File: src/rtl/wrarb_pkg.sv
// wrarb_pkg: shared types and sizing helpers for the FIFO write-port arbiter.
package wrarb_pkg;

    typedef enum logic {IDLE, BURST} wrarb_state_e;

    localparam int STAT_W = 16;

    function automatic int cnt_w(input int max_burst);
        return (max_burst > 1) ? $clog2(max_burst) : 1;
    endfunction

endpackage

File: src/rtl/wrarb_rr_pick.sv
// wrarb_rr_pick: combinational round-robin picker, first set req at or after start (wrapping).
module wrarb_rr_pick #(
    parameter int N  = 4,
    parameter int IW = 2
) (
    input  logic [N-1:0]  req,
    input  logic [IW-1:0] start,
    output logic          found,
    output logic [IW-1:0] index
);

    // Scan from farthest to nearest so the nearest hit overwrites.
    always_comb begin
        found = 1'b0;
        index = '0;
        for (int k = N - 1; k >= 0; k--) begin
            if (req[(int'(start) + k) % N]) begin
                found = 1'b1;
                index = IW'((int'(start) + k) % N);
            end
        end
    end

endmodule

File: src/rtl/fifo_wr_arbiter.sv
// fifo_wr_arbiter: round-robin, burst-bounded sharing of the async FIFO write port.
// WRARB_STATS_EN adds stat_clr/stat_beats saturating per-requester beat counters.
module fifo_wr_arbiter
    import wrarb_pkg::*;
#(
    parameter int NUM_REQ   = 4,
    parameter int DATA_W    = 8,
    parameter int MAX_BURST = 4,
    localparam int IDW      = $clog2(NUM_REQ),
    localparam int CW       = cnt_w(MAX_BURST)
) (
    input  logic                       clk,
    input  logic                       rst,
    input  logic [NUM_REQ-1:0]         req_valid,
    input  logic [NUM_REQ*DATA_W-1:0]  req_data,
    input  logic [NUM_REQ-1:0]         req_last,
    output logic [NUM_REQ-1:0]         req_ready,
    input  logic                       full,
    output logic                       w_en,
    output logic [DATA_W-1:0]          data_in,
    output logic                       grant_valid,
`ifdef WRARB_STATS_EN
    output logic [IDW-1:0]             grant_id,
    input  logic                       stat_clr,
    output logic [NUM_REQ*STAT_W-1:0]  stat_beats
`else
    output logic [IDW-1:0]             grant_id
`endif
);

    wrarb_state_e   state, state_nx;
    logic [IDW-1:0] gnt, gnt_nx, last_gnt, last_nx, base, start, pick_idx;
    logic [CW-1:0]  beat_cnt, cnt_nx;
    logic           found, beat, term;

    assign base  = (state == IDLE) ? last_gnt : gnt;
    assign start = (base == IDW'(NUM_REQ - 1)) ? '0 : base + 1'b1;
    assign beat  = (state == BURST) && req_valid[gnt] && !full;
    assign term  = beat && (req_last[gnt] || beat_cnt == CW'(MAX_BURST - 1));

    wrarb_rr_pick #(.N(NUM_REQ), .IW(IDW)) u_pick (
        .req   (req_valid),
        .start (start),
        .found (found),
        .index (pick_idx)
    );

    always_ff @(posedge clk or posedge rst) begin
        if (rst) begin
            state    <= IDLE;
            gnt      <= '0;
            last_gnt <= IDW'(NUM_REQ - 1);
            beat_cnt <= '0;
        end else begin
            state    <= state_nx;
            gnt      <= gnt_nx;
            last_gnt <= last_nx;
            beat_cnt <= cnt_nx;
        end
    end

    // A terminating beat re-arbitrates in place so consecutive grants have no bubble.
    always_comb begin
        state_nx = state;
        gnt_nx   = gnt;
        last_nx  = last_gnt;
        cnt_nx   = beat_cnt;
        if (state == IDLE || term) begin
            state_nx = found ? BURST : IDLE;
            if (found) begin
                gnt_nx  = pick_idx;
                last_nx = pick_idx;
                cnt_nx  = '0;
            end
        end else if (!req_valid[gnt]) begin
            state_nx = IDLE;
        end else if (beat) begin
            cnt_nx = beat_cnt + 1'b1;
        end
    end

    always_comb begin
        w_en        = beat;
        data_in     = beat ? req_data[int'(gnt)*DATA_W +: DATA_W] : '0;
        req_ready   = beat ? (NUM_REQ'(1) << gnt) : '0;
        grant_valid = (state == BURST);
        grant_id    = (state == BURST) ? gnt : '0;
    end

`ifdef WRARB_STATS_EN
    logic [STAT_W-1:0] stat_cnt [NUM_REQ];

    for (genvar i = 0; i < NUM_REQ; i++) begin : g_stat
        always_ff @(posedge clk or posedge rst) begin
            if (rst)
                stat_cnt[i] <= '0;
            else if (stat_clr)
                stat_cnt[i] <= '0;
            else if (req_ready[i] && stat_cnt[i] != '1)
                stat_cnt[i] <= stat_cnt[i] + 1'b1;
        end
        assign stat_beats[i*STAT_W +: STAT_W] = stat_cnt[i];
    end
`endif

endmodule

File: config.mk
export PLATFORM = sky130hd
export DESIGN_NAME = fifo_wr_arbiter
export DESIGN_NICKNAME = d
export VERILOG_FILES = /design/src/rtl/wrarb_pkg.sv /design/src/rtl/wrarb_rr_pick.sv /design/src/rtl/fifo_wr_arbiter.sv
export SDC_FILE = /design/constraint.sdc
export NUM_CORES = 1
export LEC_CHECK = 0
export ABC_AREA = 1
export CORE_MARGIN = 8
export CORE_UTILIZATION = 41
export CTS_CLUSTER_DIAMETER = 120
export DETAILED_ROUTE_END_ITERATION = 7
export PLACE_DENSITY = 0.86
export RECOVER_POWER = 100
export SLEW_MARGIN = 20
export SYNTH_ARGS = -nofsm -noshare
export SYNTH_HDL_FRONTEND = slang
export SYNTH_SLANG_ARGS = --single-unit
File: constraint.sdc
create_clock -name clk -period 2.4 [get_ports clk]
set_input_delay 0.24 -clock clk [delete_from_list [all_inputs] [get_ports clk]]
set_output_delay 0.24 -clock clk [all_outputs]
set_load 0.005 [all_outputs]
Word level (Yosys, flattened, before mapping)
Cells that the tools add are included.
{"block": "totals", "word_cells": 72, "out_inout_bits": 16, "register_bits": 7}
{"block": "classes", "reduce_logical": 13, "bitwise": 4, "addsub": 5, "muxes": 35, "eq_ne": 4, "shift": 2, "magnitude_cmp": 5}
{"operator": "variable part select 32 x 6 -> 8 bit", "count": 1}
{"operator": "two-way mux 2 bit", "count": 11}
{"operator": "two-way mux 1 bit", "count": 16}
{"operator": "binary-select mux 1 bit (select 2 bit)", "count": 6}
{"operator": "< comparator 3 x 4 -> 1 bit (second input constant)", "count": 3}
{"operator": "two-way mux 8 bit", "count": 1}
{"operator": "adder 2 x 1 -> 2 bit (second input constant)", "count": 3}
{"operator": "< comparator 2 x 3 -> 1 bit (second input constant)", "count": 2}
{"operator": "OR reduction 2 bit", "count": 3}
{"operator": "adder 2 bit (second input constant)", "count": 2}
{"operator": "== test 2 bit (second input constant)", "count": 2}
{"operator": "two-way mux 4 bit", "count": 1}
{"operator": "!= test 2 bit (second input constant)", "count": 2}
{"operator": "nonzero test 2 bit", "count": 2}
{"operator": "left shift 1 x 2 -> 4 bit (first input constant)", "count": 1}
{"operator": "AND 1 bit (first input constant)", "count": 3}
{"operator": "logical AND 1 bit", "count": 3}
{"operator": "AND reduction 3 bit", "count": 1}
{"operator": "logical OR 1 bit", "count": 2}
{"operator": "AND reduction 2 bit", "count": 1}
{"operator": "zero test 1 bit", "count": 1}
{"operator": "NOT 1 bit", "count": 1}

Depth between registers and ports, before layout
{"block": "depth", "ltp_word": 15, "mapped_depth": 16, "depth_no_buf": 14}

Hierarchy
A second synthesis with hierarchy kept.
{"block": "hier_totals", "cells_unflattened": 164, "hier_area_um2": 963.4}
{"module": "fifo_wr_arbiter", "cells_per_inst": 118, "instances": 1, "seq_area_each_um2": 177.7, "area_each_um2": 750.7}
{"module": "wrarb_rr_pick", "cells_per_inst": 46, "instances": 1, "seq_area_each_um2": 0.0, "area_each_um2": 212.7}

Worst setup path before layout
OpenSTA, ideal clock, no wires.
{"block": "synth_timing", "path_type": "register to output", "startpoint": "register gnt[0]", "endpoint": "output port data_in[0]", "t_required_ps": 2160, "arrival_ps": 1386, "path_slack_ps": 774, "path_buffers": 1, "path_stages_with_launch": 9, "cell_sequence": "dfrtp_1 > inv_2 > nand2_1 > o21ai_2 > inv_2 > nand2_4 > nand2_4 > clkbuf_1 > a31oi_1"}
{"block": "synth_between", "elab_chain_len": 5, "word_cells_on_any_way": 6, "classes_between": "shift (1); mux (3); reduce/logical (2)"}
{"item": "start, declared", "line_no": "fifo_wr_arbiter.sv:32", "rtl": "logic [IDW-1:0] gnt, gnt_nx, last_gnt, last_nx, base, start, pick_idx;"}
{"item": "start signal, assigned", "line_no": "fifo_wr_arbiter.sv:56", "rtl": "gnt <= gnt_nx;"}
{"item": "parallel branches: the longest is 4 deep, another holds variable part select 32 x 6 -> 8 bit"}
{"item": "two-way mux 8 bit (*)", "line_no": "fifo_wr_arbiter.sv:84", "rtl": "data_in = beat ? req_data[int'(gnt)*DATA_W +: DATA_W] : '0;"}
{"item": "end, declared", "line_no": "fifo_wr_arbiter.sv:20", "rtl": "output logic [DATA_W-1:0] data_in,"}
Mark *: on every way between the ends. The select of a mux whose other input is x is not followed.

Worst setup path in the final report
{"block": "layout_timing", "startpoint": "register gnt[1]", "endpoint": "output port data_in[3]"}
The elaborated chain is that of the path after synthesis.

==> metrics.md <==
| Metric | Value |
|---|---|
| CTS root buffer | `clkbuf_4` |
| Pre-antenna DRT Iters | `5` |
| Placed instance area | `1590 sq um` |
| Critical path's most frequent cell | `nand2_4` |
| Synthesized flop and latch total | `7` |
| RSZ-0062 raised after global routing | `yes` |
| Crit path required time | `2160 ps` |
| Max_slew headroom | `70.7%` |
| Vias | `1267` |
| Total die area | `4270 sq um` |
| First-pass GRT wire length | `5.53 mm` |
| Worst-Margin Slew | `434 ps` |
| CTS Buf Count | `3` |
| Warnings, synthesis | `0` |
| Critical Path AT | `2120 ps` |
| Number of global-route vias before repair | `1220` |
| CTS tree | `yes` |
| Avg WL per Cell | `14.3 microns` |
| Post-layout util | `67.9%` |
| H-tree levels | `1` |
| Syn Inst Count | `157` |
| Clock Sink Count | `7` |
| Skew final | `2.92 ps` |
| CP endpoint kind | `output pin` |
| CTS clk-pin slew, worst paths | `50 ps` |
| Die X | `65.4 microns` |
| Status | `completed` |
| # rows | `18` |
| Tot Pwr | `1.87 mW` |
| Dpl cells | `243` |
| Setup CP Type | `reg -> out` |
| Fillcell total | `225` |
| Gr ovfl total | `0` |
| Crit share post-route | `98.5%` |
| Syn Area/Cell | `6.37 sq um` |
| Pwr dens | `1160 nW/um^2` |
| Residual DRC | `0` |
| Minimum clock period | `2360 ps` |
| Number of antenna diodes | `0` |
| CP bufs+invs | `2` |
| Worst-skew pair later-pin latency | `250 ps` |
| Post-route cell area | `1620 sq um` |
| Final Max Slew Viols | `0` |
| Yosys cell types | `30` |
| IO buf count | `58` |
| I/O pin count | `59` |
| Slowest CP cell | `clkdlybuf4s50_1` |
| Layout Area Growth over Synthesis | `62.1%` |
| Fin worst setup slack | `35.8 ps` |
| Storage element area | `180 sq um` |
| Hold WS | `347 ps` |
| Clock Path Buffers | `2` |
| Seq/Total Area, Yosys | `17.8%` |
| Final Wtd Congestion | `0.801` |
| Final setup vio count | `0` |
| Detail Placement HPWL | `2.90 mm` |
| GRT Total Usage | `15.6%` |
| CP top delay family | `buffers and inverters` |
| Final nets | `263` |
| Hold Path Class | `in -> async` |
| Post-Place Worst Slack | `158 ps` |
| Layout cell share with drive strength beyond 1 | `19.3%` |
| Fin. Hold Viols | `0` |
| Number of nets with antenna violations after routing | `0` |
| Worst setup SP type | `flop` |
| Final Non-Filler Cells | `248` |
| Final wirelength | `3.54 mm` |
| CP max stage delay | `550 ps` |
| Number of vias per cell | `5.11` |
| Worst path cell trace | `nand2_1, o22ai_2, inv_2, nand2_4, nand2_4, a31oi_1, clkdlybuf4s50_1` |
| Synth Net Count | `201` |
| Largest net degree at the start of global routing | `14` |
| Initial antenna violation count | `0` |
| Multi-input gate area | `694 sq um` |
| Starting Density | `41.9%` |
| Setup TNS | `0 ps` |
| Max Fclk | `423 MHz` |
| Mapped cell area | `1000 sq um` |
| Die height | `65.4 microns` |
| Core area | `2390 sq um` |
| Maxcap violations | `0` |
| Leakage | `0.741 nW` |
| DRT iter0 DRCs | `112` |
| Worst vdd ir | `0.869 mV` |
| Critical Path Fanout Max | `13` |
power by group:
group	switching [mW]	leakage (nW)	internal, mW
Clock	0.0401	0.0150	0.0632
Combinational	0.899	0.645	0.596
Sequential	0.0778	0.0809	0.198
routing by layer:
layer	wire, microns	track usage [%]	vias up
li1	-	-	635
met1	1380	16.5	577
met2	1890	29.8	43
met3	148	2.89	12
met4	120	5.45	0
met5	0	0	-
kinds of logic after synthesis:
logic type      after synthesis  share of synthesized area [%]
simple gates                 95                           49.2
compound gates               30                           19.9
buf+inv                      24                           11.9
flops                         7                           17.8
fa+ha+maj                     1                           1.25
worst paths after layout:
path	start	to	slack, ps	cells after the start
max reg2reg	grant_valid$_DFFE_PP0P_	gnt[1]$_DFFE_PP0P_	150	12
min reg2reg	beat_cnt[1]$_DFFE_PP0P_	beat_cnt[1]$_DFFE_PP0P_	490	2
max	gnt[1]$_DFFE_PP0P_	data_in[3]	40	7
max in group asynchronous	rst	last_gnt[1]$_DFFE_PP1P_	1790	2
min	rst	beat_cnt[1]$_DFFE_PP0P_	350	2
min in group clk	beat_cnt[1]$_DFFE_PP0P_	beat_cnt[1]$_DFFE_PP0P_	490	2
layout make-up:
class                           instances  share of cell area (%)
Sequential cell                         7                    11.1
Clock buffer                            4                    1.62
Tap cell                               30                    2.32
Inverter                               20                    4.94
Timing Repair Buffer                   61                    37.1
Multi-Input combinational cell        126                    42.9
cell usage after synthesis:
master	number	area, sq um
nor2_1	9	33.8
o21ai_0	2	10.0
dfrtp_1	5	125
o22ai_2	1	12.5
buf_6	2	22.5
inv_4	1	6.26
a21oi_1	4	20.0
o211ai_1	1	7.51
nor2_4	2	22.5
a31oi_1	8	50.1
inv_2	7	26.3
ha_1	1	12.5
nor3_1	1	5.00
o21a_1	2	15.0
nand4_1	2	12.5
dfstp_2	2	52.6
clkinv_1	1	3.75
a22oi_1	8	60.1
nand3_2	1	10.0
nand2_4	7	78.8
nand2_1	54	203
buf_8	1	15.0
nand3_1	5	25.0
clkbuf_1	1	3.75
o21ai_2	1	8.76
nor2_8	1	20.0
nand2_2	11	68.8
nor2_2	2	12.5
inv_1	11	41.3
o21ai_1	3	15.0
registers in the layout, summed over array words and instances (netlist names):
name and flops:
last_gnt 2, gnt 2, beat_cnt 2, grant_valid 1
cells in the final DEF, fill, tap and decap left out, types with 2 or more instances in the layout:
cell type        netlist  final
nand2_4                7      6
dfrtp_1                5      3
a21oi_1                4      4
buf_4                  0      2
clkbuf_4               0      3
inv_1                 11     11
clkbuf_1               1      2
o21ai_0                2      3
dfstp_2                2      2
nand3_1                5      5
nand2_1               54     55
nor2_2                 2      2
nand2_2               11     11
o21ai_1                3      2
a31oi_1                8      7
o21a_1                 2      2
inv_4                  1      2
nand4_1                2      2
inv_2                  7      6
dlygate4sd3_1          0      2
nor2_1                 9     10
dfrtp_2                0      2
a22oi_1                8      8
clkdlybuf4s50_1        0     55
what timing repair did:
action,in CTS,in global routing
pin swaps,0,1
setup endpoints to repair,10,10
hold endpoints to repair,0,0
gates resized for setup,2,3
hold buffers,0,0
buffers inserted,0,1
(Power assumes the default switching activity.)
